**config.mk**
```make
export PLATFORM = sky130hd
export DESIGN_NAME = wave_table_reader
export DESIGN_NICKNAME = d
export VERILOG_FILES = /design/src/rtl/wave_table_reader.sv
export SDC_FILE = /design/constraint.sdc
export NUM_CORES = 2
export LEC_CHECK = 0
export CORE_MARGIN = 5
export CORE_UTILIZATION = 40
export DETAILED_ROUTE_END_ITERATION = 8
export GPL_ROUTABILITY_DRIVEN = 0
export GPL_TIMING_DRIVEN = 0
export MAX_ROUTING_LAYER = met4
export PLACE_DENSITY = 0.54
export SETUP_SLACK_MARGIN = 0.02
export SLEW_MARGIN = 20
export SYNTH_ARGS = -nofsm -noshare
export SYNTH_HDL_FRONTEND = slang
export SYNTH_SLANG_ARGS = --single-unit
```
**constraint.sdc**
```tcl
create_clock -name Clk -period 10.5 [get_ports Clk]
set_input_delay 2.1 -clock Clk [delete_from_list [all_inputs] [get_ports Clk]]
set_output_delay 2.1 -clock Clk [all_outputs]
set_load 0.01 [all_outputs]
```
**src/rtl/wave_table_reader.sv**
```systemverilog
// Wavetable oscillator reader: phase accumulator, table fetch, then linear interpolation
// within each of two octave banks and a crossfade between them.
module wave_table_reader (
    input  logic                Clk,
    input  logic                Reset,
    input  logic                sampleTick,
    input  logic                noteOn,
    input  logic [31:0]         phaseInc,
    input  logic [7:0]          octaveIn,
    input  logic [7:0]          xfade,
    output logic [11:0]         sampAddrA,
    output logic                readEn,
    output logic [7:0]          octave,
    input  logic signed [15:0]  interp0,
    input  logic signed [15:0]  interp1,
    input  logic signed [15:0]  anti0,
    input  logic signed [15:0]  anti1,
    output logic signed [15:0]  sampleOut,
    output logic                sampleValid,
    output logic                busy,
    output logic                overrun
);

    localparam int unsigned PHASE_W = 32;
    localparam int unsigned ADDR_W  = 12;
    localparam int unsigned FRAC_W  = 12;
    localparam int unsigned SAMP_W  = 16;
    localparam int unsigned DIFF_W  = SAMP_W + 1;
    localparam int unsigned XF_W    = 8;
    localparam int unsigned PI_W    = 30;
    localparam int unsigned PM_W    = 26;

    typedef enum logic [2:0] {
        IDLE   = 3'd0,
        ISSUE  = 3'd1,
        WAIT   = 3'd2,
        INTERP = 3'd3,
        MIX    = 3'd4,
        OUT    = 3'd5
    } state_t;

    state_t r_state;
    state_t w_next;
    logic   w_accept;

    logic [PHASE_W-1:0]       r_phase;
    logic [FRAC_W-1:0]        r_frac;
    logic [XF_W-1:0]          r_xfade;
    logic signed [SAMP_W-1:0] r_a0, r_b0, r_a1, r_b1;
    logic signed [SAMP_W-1:0] r_s0, r_s1;

    logic signed [DIFF_W-1:0] w_d0, w_d1, w_dm;
    logic signed [PI_W-1:0]   w_p0, w_p1;
    logic signed [PM_W-1:0]   w_pm;
    logic signed [SAMP_W-1:0] w_s0, w_s1, w_y;

    // State register
    always_ff @(posedge Clk) begin
        if (Reset) begin
            r_state <= IDLE;
        end else begin
            r_state <= w_next;
        end
    end

    // Next-state logic: a tick is accepted only from IDLE
    always_comb begin
        w_next   = r_state;
        w_accept = 1'b0;
        case (r_state)
            IDLE: begin
                if (sampleTick) begin
                    w_next   = ISSUE;
                    w_accept = 1'b1;
                end
            end
            ISSUE:   w_next = WAIT;
            WAIT:    w_next = INTERP;
            INTERP:  w_next = MIX;
            MIX:     w_next = OUT;
            OUT:     w_next = IDLE;
            default: w_next = IDLE;
        endcase
    end

    // Per-bank interpolation and crossfade; all differences are 17-bit signed, weights zero-extended
    always_comb begin
        w_d0 = {r_b0[SAMP_W-1], r_b0} - {r_a0[SAMP_W-1], r_a0};
        w_d1 = {r_b1[SAMP_W-1], r_b1} - {r_a1[SAMP_W-1], r_a1};
        w_p0 = PI_W'(w_d0) * PI_W'($signed({1'b0, r_frac}));
        w_p1 = PI_W'(w_d1) * PI_W'($signed({1'b0, r_frac}));
        w_s0 = r_a0 + SAMP_W'(w_p0 >>> FRAC_W);
        w_s1 = r_a1 + SAMP_W'(w_p1 >>> FRAC_W);
        w_dm = {r_s1[SAMP_W-1], r_s1} - {r_s0[SAMP_W-1], r_s0};
        w_pm = PM_W'(w_dm) * PM_W'($signed({1'b0, r_xfade}));
        w_y  = r_s0 + SAMP_W'(w_pm >>> XF_W);
    end

    // Datapath and registered outputs
    always_ff @(posedge Clk) begin
        if (Reset) begin
            r_phase     <= '0;
            r_frac      <= '0;
            r_xfade     <= '0;
            r_a0        <= '0;
            r_b0        <= '0;
            r_a1        <= '0;
            r_b1        <= '0;
            r_s0        <= '0;
            r_s1        <= '0;
            sampAddrA   <= '0;
            readEn      <= 1'b0;
            octave      <= '0;
            sampleOut   <= '0;
            sampleValid <= 1'b0;
            busy        <= 1'b0;
            overrun     <= 1'b0;
        end else begin
            // noteOn wins over the increment; the accepted tick still sees the old phase
            if (noteOn) begin
                r_phase <= '0;
            end else if (w_accept) begin
                r_phase <= r_phase + phaseInc;
            end

            if (w_accept) begin
                sampAddrA <= r_phase[PHASE_W-1 -: ADDR_W];
                r_frac    <= r_phase[PHASE_W-ADDR_W-1 -: FRAC_W];
                octave    <= octaveIn;
                r_xfade   <= xfade;
            end

            readEn <= w_accept && (octaveIn != 8'd0);

            if (sampleTick && (r_state != IDLE)) begin
                overrun <= 1'b1;
            end

            // Table data arrives one cycle after the read; a skipped read yields silence
            if (r_state == WAIT) begin
                if (octave != 8'd0) begin
                    r_a0 <= interp0;
                    r_b0 <= anti0;
                    r_a1 <= interp1;
                    r_b1 <= anti1;
                end else begin
                    r_a0 <= '0;
                    r_b0 <= '0;
                    r_a1 <= '0;
                    r_b1 <= '0;
                end
            end

            if (r_state == INTERP) begin
                r_s0 <= w_s0;
                r_s1 <= w_s1;
            end

            if (r_state == MIX) begin
                sampleOut <= w_y;
            end

            sampleValid <= (r_state == MIX);
            busy        <= (w_next != IDLE);
        end
    end

endmodule

```
## Word-level counts from Yosys, hierarchy flattened

Cells that the tools add are included.

| word-level totals | value |
|---|---|
| word-level logic and storage cells | 47 |
| bits of input ports | 116 |
| output and inout bits | 40 |
| register bits | 191 |

| operators by class | value |
|---|---|
| multiplexer cells | 8 |
| eq/ne operators | 4 |
| $mul | 3 |
| add/subtract/negate cells | 7 |
| reduce and logical (&&, ||, !) cells | 8 |

Operators by type and width:

| cell | count |
|---|---|
| $mux W16 | 4 |
| $mul A17 B13 Y28 | 2 |
| $sub A16 B16 Y17 | 3 |
| $add A16 B16 Y16 | 3 |
| $add A32 B32 Y32 | 1 |
| $mul A17 B9 Y24 | 1 |
| $reduce_bool A8 Y1 | 2 |
| $pmux W3 S5 | 1 |
| $eq A3 B2 Y1 const B | 2 |
| $reduce_bool A3 Y1 | 2 |
| $eq A3 B1 Y1 const B | 1 |
| $eq A3 B3 Y1 const B | 1 |
| $logic_not A3 Y1 | 1 |
| $mux W3 | 1 |
| $logic_and A1 B1 Y1 | 2 |
| $mux W1 | 2 |
| $reduce_or A2 Y1 | 1 |

## Depth between registers and ports, before layout

| depth | value |
|---|---|
| depth in word-level cells | 3 |
| gate-level depth with buffers | 43 |

## Worst setup path after synthesis

Ideal clock, no wire load.

| timing path | value |
|---|---|
| kind | register -> register |
| from | register r_a0[1] |
| to | register r_s0[14] |
| data arrival time | 8.495 ns |
| cell stages (with the launch flop) | 42 |
| period minus slack after synthesis | 8.590 ns |
| path slack | 1.910 ns |
| path through | dfxtp_1 -> inv_1 -> ha_1 -> nor2b_1 -> o21ai_1 -> a21boi_1 -> o21ai_1 -> a21boi_0 -> o21ai_1 -> a21oi_1 -> o31a_1 -> xor2_1 -> clkbuf_1 -> nand2_1 -> fa_1 -> fa_1 -> inv_1 -> fa_1 -> (+6 left out) -> a211oi_1 -> a21boi_1 -> nor2_1 -> a21oi_1 -> nor2b_1 -> nor2_1 -> xnor2_1 -> ha_1 -> inv_1 -> o21bai_1 -> a21oi_1 -> nor2b_1 -> o21a_1 -> o31a_1 -> o41ai_2 -> o21ai_1 -> or4b_1 -> o311ai_1 |

| on the way | value |
|---|---|
| word-level cells in the longest chain between the ends | 3 |

Ends and longest elaborated chain:

| element | RTL line | RTL |
|---|---|---|
| from (decl) | 49 | `logic signed [SAMP_W-1:0] r_a0, r_b0, r_a1, r_b1;` |
| from (signal assigned) | 142 | `r_a0 <= interp0;` |
| $sub A16 B16 Y17 | 88 | `w_d0 = {r_b0[SAMP_W-1], r_b0} - {r_a0[SAMP_W-1], r_a0};` |
| $mul A17 B13 Y28 | 90 | `w_p0 = PI_W'(w_d0) * PI_W'($signed({1'b0, r_frac}));` |
| $add A16 B16 Y16 (*) | 92 | `w_s0 = r_a0 + SAMP_W'(w_p0 >>> FRAC_W);` |
| to (signal assigned) | 155 | `r_s0 <= w_s0;` |
| to (decl) | 50 | `logic signed [SAMP_W-1:0] r_s0, r_s1;` |

Every way passes the cells marked *; elsewhere a longest branch is shown, timed or not.
A chain may end at the register's enable or synchronous reset.

## Final worst setup path

| timing path | value |
|---|---|
| from | register r_a1[0] |
| to | register r_s1[15] |

| on the way | value |
|---|---|
| word-level cells in the longest chain between the ends | 3 |

Ends and longest elaborated chain:

| element | RTL line | RTL |
|---|---|---|
| from (decl) | 49 |  |
| from (signal assigned) | 144 | `r_a1 <= interp1;` |
| $sub A16 B16 Y17 | 89 | `w_d1 = {r_b1[SAMP_W-1], r_b1} - {r_a1[SAMP_W-1], r_a1};` |
| $mul A17 B13 Y28 | 91 | `w_p1 = PI_W'(w_d1) * PI_W'($signed({1'b0, r_frac}));` |
| $add A16 B16 Y16 (*) | 93 | `w_s1 = r_a1 + SAMP_W'(w_p1 >>> FRAC_W);` |
| to (signal assigned) | 156 | `r_s1 <= w_s1;` |
| to (decl) | 50 |  |

Marks and branches as above.

==> impl_metrics.yaml <==
outcome:
  status: "finished, final reports clean"
synth:
  muxShareOfSynthArea_pct: 0
  yosys-top-cells-area: "fa_1, dfxtp_1, ha_1, inv_1, nand2_1"
  synthCells: 3572
  synth_warnings: 0
  yosys.area_share.adder_pct: 43.3
  synth_top_area_share_pct: 31.2
  synth_top_family_by_area: "adder cells"
  ys_ff_latch: 191
  yosysTopAreaCell: "fa_1"
  synth_nets: 4446
  synthTopCellsByCount: "inv_1, nand2_1, fa_1"
  synth-simple-area-share_pct: 18.1
  netlist_area_sq_um: 30000
  async_flop_share_pct: 0
  synth-main-ff-cell: "dfxtp_1"
  seq_area_frac_synth_pct: 12.7
  synth_edf_count: 0
  synthXorXnorAreaFrac_pct: 4.78
  yosysUniqueCellTypes: 73
  synth.most_common_cell: "inv_1"
  synth-compound-area-share_pct: 10.7
  avgSynthCellArea_sq_um: 8.40
placement:
  dp_hpwl_mm: 76.4
  placed_cell_area_sq_um: 32800
  io_buffers: 155
  post-place-ws_ps: -149
final_layout:
  drive_above_1_share_pct: 2.39
  regArea_sq_um: 3830
  syn2layout_area_growth_pct: 11.7
  final_nets: 4620
  multi_input_comb_area_sq_um: 23200
  fill_cells: 7498
  finalInstanceArea_sq_um: 33500
detailed_routing:
  drt-total-wl_mm: 90.3
  drt-vias-per-instance: 5.03
  drtIter0Drc: 1518
  wire_per_inst_um: 19.1
  postRouteAntennaNets: 0
  dr.pass1.iters: 5
  via_count: 23796
  drcViolationCount: 0
setup_path:
  path_class: "flip-flop to flip-flop"
  critPathMaxFanout: 10
  arrival_ps: 10270
  end_kind: "flip-flop"
  slowest_stage: "fa_1"
  worst-path-buf-inv: 5
  cp_slowest_stage_delay_ps: 550
  worst-endpoint-required_ps: 10890
  crit_top_cell: "fa_1"
  start_kind: "flip-flop"
  path_delay_family: "adder cells"
cts:
  cts_tree: "done"
  ctsLongestPathBuffers: 2
  clock-sinks: 191
  cts_root_buffer: "clkbuf_16"
  htreeDepth: 4
  clk_pin_slew_ps: 80
  cts-buffers-inserted: 17
  clkLatencyLatePin_ps: 480
die:
  row_count: 100
  fp.dieW_um: 284
  die_h_um: 284
  die-area_sq_um: 80600
  start_util_pct: 40.3
  coreArea_sq_um: 74400
  pin_count: 156
sta:
  fin_crit_sh_pct: 94.1
  slew_viol_final: 0
  setup_viol: 0
  finalCriticalPeriod_ps: 9880
  hold_viol_final: 0
  worst_slack_ps: 616
  fmax_mhz: 101
  maxSlewHeadroom_pct: 20.8
  tightestPinTransition_ps: 1190
  skew_ps: 26.3
  rsz0062_at_grt: "no"
global_routing:
  grt_pass1_vias: 24288
  grt_overflow: 0
  grt_start_max_net_pins: 21
  track_usage_pct: 23.4
  grt_antenna_before_repair: 2
  grt_pass1_wl_mm: 143
pwr:
  vdd_drop_max_mv: 0.0944
  cellPowerDensity_nw_per_um2: 96.2
  total_leakage_power_nw: 16.2
hold_path:
  worstHoldPathType: "flip-flop to flip-flop"
run:
  drv_cap: 0
==> metrics by stage <==
| stage | total power [W] | setup TNS [ps] | util, % | hold WS (ps) | cells |
|---|---|---|---|---|---|
| after global routing | 0.00346 | 0 | 45.0 | 476 | 4729 |
| after floorplan | 0.00189 | 0 | - | 436 | 3572 |
| final | 0.00322 | 0 | 45.0 | 457 | 4730 |
| after detailed placement | 0.00252 | -208 | 44.0 | 447 | 4697 |
| after global placement | 0.00252 | -138 | 44.0 | 442 | 4696 |
| after CTS | 0.00321 | 0 | 44.9 | 457 | 4729 |
==> what timing repair did <==
action,in CTS,in global routing
hold endpoints to repair,0,0
resized for setup,3,43
pin swaps,0,3
endpoints found under the setup margin,2,8
buffers inserted,0,0
hold buffers,0,0
==> worst min-delay path: cells and delay by family (launching register included) <==
kind            cells  cell delay (ps)
flops               1              310
compound gates      1               50
simple gates        1               50
==> metal layers <==
layer	GRT usage [%]	part of all wire [%]	vias up
met5	-	0	-
met4	4.87	2.3	0
met3	4.06	5.9	84
met2	35.5	44	561
met1	33.1	48	11658
li1	-	-	11493
==> final timing paths <==
path	cells after the start	to	slack, ps	start
max	40	r_s1[15]$_SDFFE_PP0N_	620	r_a1[0]$_SDFFE_PP0P_
min	2	r_s1[0]$_SDFFE_PP0N_	460	r_s1[0]$_SDFFE_PP0N_
max reg2reg	40	r_s1[15]$_SDFFE_PP0N_	620	r_a1[0]$_SDFFE_PP0P_
min reg2reg	2	r_s1[0]$_SDFFE_PP0N_	460	r_s1[0]$_SDFFE_PP0N_
==> state kept, by name, summed over array words and instances (netlist names) <==
register	count
readEn	1
r_state	3
sampleOut	16
r_s0	16
sampAddrA	12
r_a0	16
r_frac	12
r_xfade	8
r_s1	16
busy	1
r_phase	32
r_b0	16
sampleValid	1
overrun	1
octave	8
r_a1	16
r_b1	16
==> logic make-up (layout without fill, tap and decap cells) <==
group,count (synthesis),after routing
AO/OA/AOI/OAI,490,490
XOR/XNOR,159,159
adder cells (fa/ha/maj),758,758
buffers and inverters,826,1013
flip-flops,191,191
other,0,2
AND/OR/NAND/NOR,1148,1148
==> power breakdown <==
part,internal [W],total [W],switching [W],leakage (nW)
clock network,0.000322,0.000671,0.000349,0.289
registers,0.000758,0.000794,0.0000363,1.55
logic,0.000586,0.00176,0.00117,14.4
total,0.00167,0.00322,0.00156,16.2
==> layout make-up <==
cell class / count / area share (%)
multi-input cells: 2555 / 69.2
flip-flops and latches: 191 / 11.4
inverters: 670 / 7.51
repair buffers: 156 / 4.67
well taps: 969 / 3.62
plain buffers: 155 / 1.79
clock buffers: 18 / 1.28
clock inverters: 14 / 0.501
diodes: 2 / 0.0149
==> placed cells by master (no fill, tap or decap), drive strengths merged, types with 45 or more instances in the layout <==
master | netlist | layout
inv | 670 | 676
clkbuf | 152 | 168
fa | 467 | 467
a22oi | 65 | 65
and2 | 212 | 212
nor3 | 45 | 45
dfxtp | 191 | 191
nor2 | 181 | 181
clkdlybuf4s50 | 0 | 155
ha | 291 | 291
xnor2 | 128 | 128
a21oi | 198 | 198
nand2 | 497 | 497
nor2b | 68 | 68
o21ai | 60 | 60
No activity file was read; power rests on OpenSTA's default activity.
